<file path="config.mk">
export PLATFORM = sky130hd
export DESIGN_NAME = wb_stage
export DESIGN_NICKNAME = d
export VERILOG_FILES = /design/src/rtl/wb_pkg.sv /design/src/rtl/load_align.sv /design/src/rtl/wb_stage.sv
export SDC_FILE = /design/constraint.sdc
export NUM_CORES = 1
export LEC_CHECK = 0
export ABC_AREA = 1
export BUFFER_PORTS_ARGS = -buffer_cell sky130_fd_sc_hd__buf_2
export CAP_MARGIN = 10
export CELL_PAD_IN_SITES_DETAIL_PLACEMENT = 0
export CELL_PAD_IN_SITES_GLOBAL_PLACEMENT = 1
export CORE_UTILIZATION = 29
export CTS_BUF_LIST = sky130_fd_sc_hd__clkbuf_4 sky130_fd_sc_hd__clkbuf_8
export DETAILED_ROUTE_END_ITERATION = 8
export PLACE_DENSITY = 0.84
export SLEW_MARGIN = 10
export SYNTH_ARGS = -nofsm -noshare
export SYNTH_HDL_FRONTEND = slang
export SYNTH_SLANG_ARGS = --single-unit
</file>
<file path="constraint.sdc">
create_clock -name clk -period 1.73 [get_ports clk]
set_clock_uncertainty 0.2 [all_clocks]
set_input_delay 0.346 -clock clk [delete_from_list [all_inputs] [get_ports clk]]
set_output_delay 0.346 -clock clk [all_outputs]
set_load 0.05 [all_outputs]
</file>
<file path="src/rtl/wb_pkg.sv">
// Shared encodings for the SWIS-V write-back stage.
// Result-source selects and load funct3 values.
package wb_pkg;

    typedef enum logic [1:0] {
        RES_ALU = 2'b00,
        RES_MEM = 2'b01,
        RES_PC4 = 2'b10,
        RES_CSR = 2'b11
    } res_src_e;

    typedef enum logic [2:0] {
        F3_LB  = 3'b000,
        F3_LH  = 3'b001,
        F3_LW  = 3'b010,
        F3_LBU = 3'b100,
        F3_LHU = 3'b101
    } load_f3_e;

endpackage

</file>
<file path="src/rtl/load_align.sv">
// Load byte/halfword lane extraction with sign/zero extension.
// Lanes are taken from the low 32 bits of the memory word.
module load_align
    import wb_pkg::*;
#(
    parameter int XLEN = 32
) (
    input  logic [XLEN-1:0] mem_data,
    input  logic [1:0]      addr_lo,
    input  logic [2:0]      funct3,
    output logic [XLEN-1:0] load_data
);

    logic [31:0] word;
    logic [7:0]  byte_l;
    logic [15:0] half_l;

    assign word   = mem_data[31:0];
    assign byte_l = word[{addr_lo, 3'b000} +: 8];
    assign half_l = addr_lo[1] ? word[31:16] : word[15:0];

    // Pick the lane and extend it to the datapath width.
    always_comb begin
        load_data = '0;
        case (funct3)
            F3_LB:   load_data = XLEN'(signed'(byte_l));
            F3_LH:   load_data = XLEN'(signed'(half_l));
            F3_LW:   load_data = XLEN'(signed'(word));
            F3_LBU:  load_data = XLEN'(byte_l);
            F3_LHU:  load_data = XLEN'(half_l);
            default: load_data = '0;
        endcase
    end

endmodule

</file>
<file path="src/rtl/wb_stage.sv">
// Registered, handshaked write-back stage with bypass outputs.
// Optional retire counter enabled by defining WB_INSTRET_EN.
module wb_stage
    import wb_pkg::*;
#(
    parameter int XLEN   = 32,
    parameter int REG_AW = 5
) (
    input  logic              clk,
    input  logic              rst_n,
    input  logic              i_valid,
    output logic              o_ready,
    input  logic              i_flush,
    input  logic              i_RegWrite,
    input  logic [REG_AW-1:0] i_Rd,
    input  logic [1:0]        i_ResultSrc,
    input  logic [2:0]        i_Funct3,
    input  logic [1:0]        i_Addr_Lo,
    input  logic [XLEN-1:0]   i_Result,
    input  logic [XLEN-1:0]   i_Mem_Data,
    input  logic [XLEN-1:0]   i_Pc_4,
    input  logic [XLEN-1:0]   i_Csr_Data,
    input  logic              i_rf_ready,
    output logic              o_RegWrite,
    output logic [REG_AW-1:0] o_Rd,
    output logic [XLEN-1:0]   o_Wb_Data,
    output logic              o_fwd_valid,
    output logic [REG_AW-1:0] o_fwd_Rd,
    output logic [XLEN-1:0]   o_fwd_Data
`ifdef WB_INSTRET_EN
    ,
    output logic [63:0]       o_instret
`endif
);

    logic              full;
    logic              wr_q;
    logic [REG_AW-1:0] rd_q;
    logic [XLEN-1:0]   data_q;
    logic [XLEN-1:0]   ld_data;
    logic [XLEN-1:0]   res_mux;
    logic              accept;
    logic              retire;

    assign o_ready = !full || i_rf_ready;
    assign accept  = i_valid && o_ready && !i_flush;
    assign retire  = full && i_rf_ready;

    load_align #(
        .XLEN(XLEN)
    ) u_load_align (
        .mem_data  (i_Mem_Data),
        .addr_lo   (i_Addr_Lo),
        .funct3    (i_Funct3),
        .load_data (ld_data)
    );

    // Select the write-back value on the input side.
    always_comb begin
        res_mux = i_Result;
        case (res_src_e'(i_ResultSrc))
            RES_ALU: res_mux = i_Result;
            RES_MEM: res_mux = ld_data;
            RES_PC4: res_mux = i_Pc_4;
            RES_CSR: res_mux = i_Csr_Data;
            default: res_mux = i_Result;
        endcase
    end

    // Occupancy: flush wins, then accept, then retire.
    always_ff @(posedge clk or negedge rst_n) begin
        if (!rst_n) begin
            full <= 1'b0;
        end else if (i_flush) begin
            full <= 1'b0;
        end else if (accept) begin
            full <= 1'b1;
        end else if (retire) begin
            full <= 1'b0;
        end
    end

    // Capture the entry once; a held entry is never recomputed.
    always_ff @(posedge clk or negedge rst_n) begin
        if (!rst_n) begin
            wr_q   <= 1'b0;
            rd_q   <= '0;
            data_q <= '0;
        end else if (accept) begin
            wr_q   <= i_RegWrite;
            rd_q   <= i_Rd;
            data_q <= res_mux;
        end
    end

    assign o_RegWrite  = full && wr_q && (rd_q != '0);
    assign o_Rd        = rd_q;
    assign o_Wb_Data   = data_q;
    assign o_fwd_valid = o_RegWrite;
    assign o_fwd_Rd    = rd_q;
    assign o_fwd_Data  = data_q;

`ifdef WB_INSTRET_EN
    logic [63:0] instret_q;

    // Count every retire edge, including one coinciding with flush.
    always_ff @(posedge clk or negedge rst_n) begin
        if (!rst_n) begin
            instret_q <= '0;
        end else if (retire) begin
            instret_q <= instret_q + 64'd1;
        end
    end

    assign o_instret = instret_q;
`endif

endmodule

</file>
==> impl_metrics.toml, run 1 <==
[outcome]
status = "finished, violations left"
violations = "setup timing"

[clock_tree]
cts_tree = "built"
clockRootBuffer = "clkbuf_8"
clkLatencyLatePin_ps = 290
cts.htree.levels = 2
cts_buffers = 5
cts.sinks = 39
clk_pin_slew_ps = 90
cts.path.max_buffers = 2

[critical_path]
crit_slowest_cell = "dfrtp_2"
crit_buf_inv = 2
reg2reg_slack_ps = 160
crit_chain = "nor3_2, nand2_1, nand3_2, inv_2, buf_6"
path_max_fanout = 2
arrival_ps = 1210
cp.required_ps = 1180
worst_setup_path_start_kind = "register"
path_class = "reg2out"
cpLargestDelayFamily = "flip-flops"
slowest_delay_ps = 420
end_kind = "primary output"

[die]
rows = 41
core_area_um2 = 12620
die_h_um = 115.8
die_area_um2 = 13420
die_x_um = 115.8
boundaryPins = 223
initial_core_util_pct = 29.78

[sta]
rsz0062_at_grt = "yes"
setup_ws_ps = -25.06
hold_viol_final = 0
fin_crit_sh_pct = 101.4
relSlewSlack_pct = 75.04
setup_viol = 2
fmax_mhz = 569.8
worst_pin_slew_ps = 373.4
slew_viol_final = 0
period_needed_ps = 1755

[route]
postRouteAntennaNets = 0
vias = 4402
drt_iter0_drc = 257
drtPass1Iterations = 5
wire_per_inst_um = 13.29
viasPerCell = 4.442
wirelength_mm = 13.17
drcViolationCount = 0

[placed_design]
portBuffers = 222
pre_cts_ws_ps = -48.72
finalWeightedCongestion = 0.9082
dp_cells = 978
dp_hpwl_mm = 10.22

[power]
p_int_mw = 2.108
p_sw_mw = 2.162
seq_power_share_pct = 27.9
irDropWorstVdd_mv = 0.3505
p_clk_share_pct = 18.6
p_comb_share_pct = 53.5
leakagePower_nw = 2.989
powerDensity_nw_per_um2 = 850.6
switching_share_pct = 50.63

[logic_synthesis]
synthesis.nets = 781
avgSynthCellArea_um2 = 5.919
ys_seq_area_share_pct = 25.97
synth.area.top_cells = "nand2_1 29%, dfrtp_1 26%, buf_4 8.0%"
synth_top_area_share_pct = 29.06
ys_warn_count = 0
yosysTopAreaCell = "nand2_1"
synth_cells = 635
synthesis.area_um2 = 3759
ys_seq_elements = 39
synth.distinct_cells = 27

[job]
drv_cap = 0

[global_route]
gr-total-overflow = 0
grt_pass1_wl_mm = 20.44
grt_max_degree = 65
grt_pass1_vias = 4051
grt.total_usage_pct = 19.72
antenna_found_initial = 1

[final_layout]
nNetsFinal = 964
final_cell_count_no_fill = 991
drive_gt1_share_pct = 34.55
n_antenna_cell = 0
fillCellCount = 1423
utilization_pct = 39.79
area_growth_pct = 33.59

[min_path]
hold_path_class = "in2reg"
## flip-flops by register name, summed over array words and instances (netlist names)
register   count
wr_q           1
o_Wb_Data     32
full           1
o_Rd           5
## cells by family (layout without fill, tap and decap cells)
| logic type | after synthesis | in the layout | share of synthesized area (%) |
|---|---|---|---|
| DFF | 39 | 39 | 25.97 |
| AOI/OAI and AO/OA | 59 | 59 | 9.754 |
| and+or+nand+nor | 420 | 420 | 44.94 |
| buffers and inverters | 111 | 295 | 17.54 |
| muxes | 6 | 6 | 1.797 |
## layer usage
layer / routed length [um] / GRT usage (%)
met1: 5926 / 25.68
met2: 6358 / 34.72
met3: 755 / 2.877
met4: 125 / 3.590
met5: 0 / 0
## cell type report
cell class                 instances  area, um^2  area share (%)
clock buffer                       5       68.82           1.371
multi-input combinational        485        2138           42.59
timing repair buffer             250        1429           28.46
tap                              172       215.2           4.286
clock inverter                     3       43.79          0.8722
inverter                          37       143.9           2.866
sequential                        39       982.2           19.56
## worst reg2reg max path: stages (launching register included)
cell,delay [ps]
dfrtp_1,400
nand2_1,130
nand2_2,250
buf_12,250
nor2_1,140
nand2_1,70
nand2_1,70
## path summary, 6_finish.rpt
| kind | from | to | cells past startpoint |
|---|---|---|---|
| worst max-delay path | o_Rd[4]$_DFFE_PN0P_ | o_RegWrite | 5 |
| worst min-delay path | i_RegWrite | wr_q$_DFFE_PN0P_ | 2 |
| worst max register to register | full$_DFFE_PN0P_ | o_Wb_Data[10]$_DFFE_PN0P_ | 6 |
| worst min register to register | o_Wb_Data[3]$_DFFE_PN0P_ | o_Wb_Data[3]$_DFFE_PN0P_ | 2 |
| max in group asynchronous | rst_n | o_Rd[0]$_DFFE_PN0P_ | 3 |
| min in group asynchronous | rst_n | o_Wb_Data[18]$_DFFE_PN0P_ | 3 |
## per-stage QoR
step	hold WS, ps	setup TNS, ps	instance area [um^2]	power, mW
4_1_cts	66.42	-88.77	5014	4.316
6_report	79.30	-49.58	5021	4.271
5_1_grt	63.61	-196.2	5021	4.552
2_1_floorplan	-149.6	-452.3	3767	3.008
3_3_place_gp	133.3	-44.48	4841	3.464
3_5_place_dp	128.7	-65.01	4841	3.474
## cells in the mapped netlist (all sizes together)
library cell	instances
nor2	71
o21ai	21
a21oi	2
nand3b	1
buf	66
dfrtp	39
mux2	6
o21a	18
nand3	19
inv	37
a31oi	18
nand2	295
nor3	34
clkbuf	8
## cells in the final DEF, fill, tap and decap left out, types with 2 or more instances in the layout
| cell | synthesis | routed |
|---|---|---|
| nand2_1 | 291 | 290 |
| buf_2 | 13 | 219 |
| nor2_1 | 68 | 67 |
| inv_1 | 35 | 34 |
| dfrtp_1 | 39 | 34 |
| nor3_1 | 33 | 32 |
| o21ai_0 | 21 | 21 |
| buf_4 | 40 | 19 |
| nand3_1 | 19 | 18 |
| o21a_1 | 18 | 18 |
| a31oi_1 | 18 | 18 |
| buf_12 | 0 | 7 |
| mux2_2 | 6 | 6 |
| clkbuf_8 | 3 | 5 |
| dfrtp_2 | 0 | 5 |
| nand2_2 | 2 | 3 |
| nor3_2 | 1 | 2 |
| inv_2 | 1 | 2 |
| nand2_4 | 2 | 2 |
| nor2_2 | 1 | 2 |
| nor2_4 | 2 | 2 |
| dlygate4sd3_1 | 0 | 2 |
| buf_6 | 5 | 2 |
## repair_timing
action	CTS	global route
buffers inserted	3	0
hold endpoints to repair	40	0
pin swaps	1	0
hold buffers	2	0
setup endpoints to repair	2	2
resized for setup	6	2
## power by group through the flow
stage	Combinational [mW]	Sequential, mW	Clock, mW
after floorplan	1.30	1.71	0
after detailed placement	2.26	1.21	0
final	2.29	1.19	0.794
after global placement	2.25	1.21	0
after global routing	2.47	1.22	0.868
after CTS	2.30	1.19	0.824
Note: power is estimated with default switching activity, not from simulation.
==> inputs of run 2 (changes only) <==
Settings changed: CELL_PAD_IN_SITES_DETAIL_PLACEMENT 0 to default, CELL_PAD_IN_SITES_GLOBAL_PLACEMENT 1 to default, CORE_UTILIZATION 29 to 45.
==> impl_metrics.toml, run 2 (synthesis results as in run 1) <==
[die]
initial_core_util_pct = 47.65
die_area_um2 = 8722
rows = 32
die_h_um = 93.39
boundaryPins = 223
die_x_um = 93.39
core_area_um2 = 7888

[sta]
setup_tns_ps = -181.1
slew_viol_final = 0
worst_pin_slew_ps = 391.4
hold_viol_final = 0
fin_crit_sh_pct = 105.2
rsz0062_at_grt = "yes"
fmax_mhz = 549.3
period_needed_ps = 1821
setup_viol = 2
setup_ws_ps = -90.61
relSlewSlack_pct = 73.91
hold_ws_ps = 47.16

[critical_path]
reg2reg_slack_ps = 190
path_class = "reg2out"
arrival_ps = 1270
crit_slowest_cell = "dfrtp_2"
slowest_delay_ps = 440
worst_setup_path_start_kind = "register"
path_max_fanout = 2
r2r-start = "full$_DFFE_PN0P_"
ff2ff_path_depth = 6
cp.required_ps = 1180
end_kind = "primary output"
crit_chain = "nor3_4, nand2_1, nand3_2, inv_2, buf_8"
rr_endpoint = "o_Wb_Data[6]$_DFFE_PN0P_"

[final_layout]
drive_gt1_share_pct = 34.52
largest_reg_flops = 32
finalInstanceArea_um2 = 4881
nNetsFinal = 962
n_antenna_cell = 0
final_cell_count_no_fill = 919
final_cell_mix = "290 x nand2_1, 219 x buf_2, 67 x nor2_1, 34 x inv_1, 34 x dfrtp_1"
final_common_cell = "nand2_1"
area_growth_pct = 29.86

[route]
wirelength_mm = 12.29
drt_iter0_drc = 199
viasPerCell = 4.879
vias = 4484
postRouteAntennaNets = 0
wire_per_inst_um = 13.37
drcViolationCount = 0
drtPass1Iterations = 5

[min_path]
holdCritStartpoint = "i_flush"
hold_path_class = "in2reg"
holdPathStages = 2
whs_endpoint = "full$_DFFE_PN0P_"

[global_route]
grt_max_degree = 45
gr-total-overflow = 0
grt_pass1_wl_mm = 18.71
grt_pass1_vias = 4003
antenna_found_initial = 1
grt.total_usage_pct = 27.57

[clock_tree]
clockRootBuffer = "clkbuf_8"
cts_buffers = 5
cts.path.max_buffers = 2
clkLatencyLatePin_ps = 290
cts.sinks = 39
cts.htree.levels = 2
cts_tree = "built"
clk_pin_slew_ps = 80

[power]
powerDensity_nw_per_um2 = 843.8
irDropWorstVdd_mv = 0.4596
leakagePower_nw = 2.961

[job]
drv_cap = 0

[placed_design]
pre_cts_ws_ps = 33.97
portBuffers = 222
dp_hpwl_mm = 9.696
dp_cells = 907
placed_cell_area_um2 = 4721
finalWeightedCongestion = 0.9290

[outcome]
status = "finished, violations left"
violations = "setup timing"
## run 2: worst max-delay path by stage
| stage | startpoint | endpoint |
|---|---|---|
| 5_1_grt | o_Rd[3]$_DFFE_PN0P_ | o_fwd_valid |
| 4_1_cts | o_Rd[4]$_DFFE_PN0P_ | o_fwd_valid |
| 3_5_place_dp | i_Mem_Data[31] | o_Wb_Data[14]$_DFFE_PN0P_ |
| 6_report | o_Rd[3]$_DFFE_PN0P_ | o_RegWrite |
| 2_1_floorplan | o_Rd[3]$_DFFE_PN0P_ | o_fwd_valid |
| 3_3_place_gp | i_Funct3[0] | o_Wb_Data[14]$_DFFE_PN0P_ |
## run 2: layout make-up
type	count	area, um^2
flip-flops and latches	39	982.2
clock buffers	6	76.32
well taps	102	127.6
fillers	817	3007
repair buffers	248	1394
clock inverters	2	12.51
multi-input cells	485	2145
inverters	37	143.9
## run 2: metrics by stage
| step | utilization (%) | power, mW |
|---|---|---|
| floorplan | - | 3.008 |
| global placement | 59.85 | 3.430 |
| detailed placement | 59.85 | 3.449 |
| CTS | 61.71 | 4.127 |
| global route | 61.88 | 4.335 |
| finish | 61.88 | 4.118 |
## run 2: power by group
group	internal [mW]	switching, mW
Clock	0.298	0.343
Combinational	0.606	1.67
Sequential	1.07	0.132
## run 2: routing by layer
| layer | part of all wire (%) | up-vias | global-route usage, % |
|---|---|---|---|
| met3 | 7.8 | 15 | 4.390 |
| met4 | 1.2 | 2 | 6.923 |
| met1 | 42 | 1960 | 33.22 |
| li1 | - | 2303 | - |
| met2 | 49 | 204 | 50.74 |
| met5 | 0.15 | - | 0 |
## run 2: what timing repair did
action,4_1_cts,5_1_grt
hold buffers,1,0
setup endpoints to repair,2,2
hold endpoints to repair,13,0
pin swaps,1,2
buffers inserted,3,0
resized for setup,8,3
## run 2: critical path: cells and delay by family, from the launching register on
kind,cells,cell delay (ps)
buf+inv,2,190
simple gates,3,360
flops,1,440
==> inputs of run 3 (changes only) <==
Settings changed: CORE_UTILIZATION 45 to 46, CTS_BUF_LIST sky130_fd_sc_hd__clkbuf_4 sky130_fd_sc_hd__clkbuf_8 to sky130_fd_sc_hd__clkbuf_2, PLACE_DENSITY 0.84 to 0.85.
==> impl_metrics.toml, run 3 (synthesis results as in run 1) <==
[outcome]
status = "finished, violations left"
violations = "setup timing"

[placed_design]
portBuffers = 222
dp_cells = 904
placed_cell_area_um2 = 4723
pre_cts_ws_ps = -8.110
finalWeightedCongestion = 0.9507
dp_hpwl_mm = 9.314

[sta]
relSlewSlack_pct = 68.65
hold_ws_ps = 35.47
period_needed_ps = 1995
slew_viol_final = 0
hold_viol_final = 0
rsz0062_at_grt = "yes"
fmax_mhz = 501.2
fin_crit_sh_pct = 115.3
setup_ws_ps = -265.1
setup_tns_ps = -528.2
setup_viol = 2
worst_pin_slew_ps = 469.1

[power]
irDropWorstVdd_mv = 0.4594
power_mw = 4.204
leakagePower_nw = 3.009
powerDensity_nw_per_um2 = 830.2

[route]
viasPerCell = 4.990
vias = 4611
drcViolationCount = 0
wirelength_mm = 12.48
wire_per_inst_um = 13.50
postRouteAntennaNets = 0
drtPass1Iterations = 5
drt_iter0_drc = 245

[critical_path]
ff2ff_path_depth = 4
path_max_fanout = 2
reg2reg_slack_ps = 60
worst_setup_path_start_kind = "register"
crit_chain = "nor3_2, nand2_1, nand3_2, inv_2, buf_6"
crit_buf_inv = 2
crit_slowest_cell = "dfrtp_2"
rr_endpoint = "full$_DFFE_PN0P_"
cpLargestDelayFamily = "flip-flops"
r2r-start = "full$_DFFE_PN0P_"
slowest_delay_ps = 460
cp.required_ps = 1180
path_class = "reg2out"
end_kind = "primary output"
arrival_ps = 1450

[die]
die_area_um2 = 8536
die_x_um = 92.39
rows = 32
core_area_um2 = 7807
initial_core_util_pct = 48.14
die_h_um = 92.39
boundaryPins = 223

[clock_tree]
cts.sinks = 39
cts.htree.levels = 2
clockRootBuffer = "clkbuf_2"
cts_tree = "built"
clk_pin_slew_ps = 230
cts_buffers = 5
clkLatencyLatePin_ps = 400
cts.path.max_buffers = 2

[global_route]
gr-total-overflow = 0
grt.total_usage_pct = 28.31
antenna_found_initial = 0
grt_pass1_vias = 4132
grt_pass1_wl_mm = 19.28
grt_max_degree = 65

[final_layout]
final_cell_count_no_fill = 924
drive_gt1_share_pct = 34.06
utilization_pct = 64.86
final_common_cell = "nand2_1"
multiInputGateArea_um2 = 2141
finalInstanceArea_um2 = 5064
seq_area_um2 = 982.2
largest_reg_flops = 32
nNetsFinal = 967
area_growth_pct = 34.72
final_cell_mix = "289 x nand2_1, 180 x buf_2, 67 x nor2_1, 34 x inv_1, 34 x dfrtp_1"
n_antenna_cell = 0
fillCellCount = 735

[min_path]
holdCritStartpoint = "i_Result[15]"
whs_endpoint = "o_Wb_Data[15]$_DFFE_PN0P_"
holdPathStages = 5
hold_path_class = "in2reg"

[job]
drv_cap = 0
## run 3: changes by cell type in the layout (fill, tap and decap cells not counted), moves of 2 or more
cell,previous run,this run
buf_6,0,5
clkbuf_4,2,28
buf_2,219,180
dlygate4sd3_1,1,9
clkbuf_8,5,0
buf_12,5,7
clkbuf_2,0,5
## run 3: how the worst max path moves through the flow
stage / startpoint / to / cells past startpoint
final: o_Rd[3]$_DFFE_PN0P_ / o_RegWrite / 5
after global routing: o_Rd[3]$_DFFE_PN0P_ / o_RegWrite / 5
after CTS: o_Rd[2]$_DFFE_PN0P_ / o_fwd_valid / 5
after detailed placement: i_Addr_Lo[1] / o_Wb_Data[14]$_DFFE_PN0P_ / 12
after global placement: i_Addr_Lo[1] / o_Wb_Data[27]$_DFFE_PN0P_ / 12
after floorplan: o_Rd[3]$_DFFE_PN0P_ / o_fwd_valid / 5
## run 3: what timing repair did
action                                  in CTS  in global routing
cloned                                       0                  0
buffers inserted                             2                  1
pin swaps                                    2                  2
gates resized for setup                     18                 46
hold endpoints to repair                    46                  0
endpoints found under the setup margin       3                 40
hold buffers                                 9                  0
## run 3: routing by layer
| metal | wire, um | GRT usage, % |
|---|---|---|
| met1 | 5060 | 36.54 |
| met2 | 6241 | 49.44 |
| met3 | 981 | 4.516 |
| met4 | 192 | 6.380 |
| met5 | 0 | 0 |
## run 3: cell type report
type / count / area share, %
timing repair buffer: 253 / 31.60
tap: 102 / 2.520
clock buffer: 5 / 0.4942
clock inverter: 3 / 0.8648
multi-input combinational: 485 / 42.28
inverter: 37 / 2.842
sequential: 39 / 19.40
## run 3: worst min-delay path, cell delays in order
cell and delay, ps:
buf_2 70, nor3_1 30, nor2_1 70, nand2_1 60
nand2_1 50
## run 3: power breakdown
group | switching, mW | leakage, nW | internal, mW
clock network | 0.349 | 0.0429 | 0.245
registers | 0.134 | 0.478 | 1.07
logic | 1.70 | 2.49 | 0.712
total | 2.18 | 3.01 | 2.02
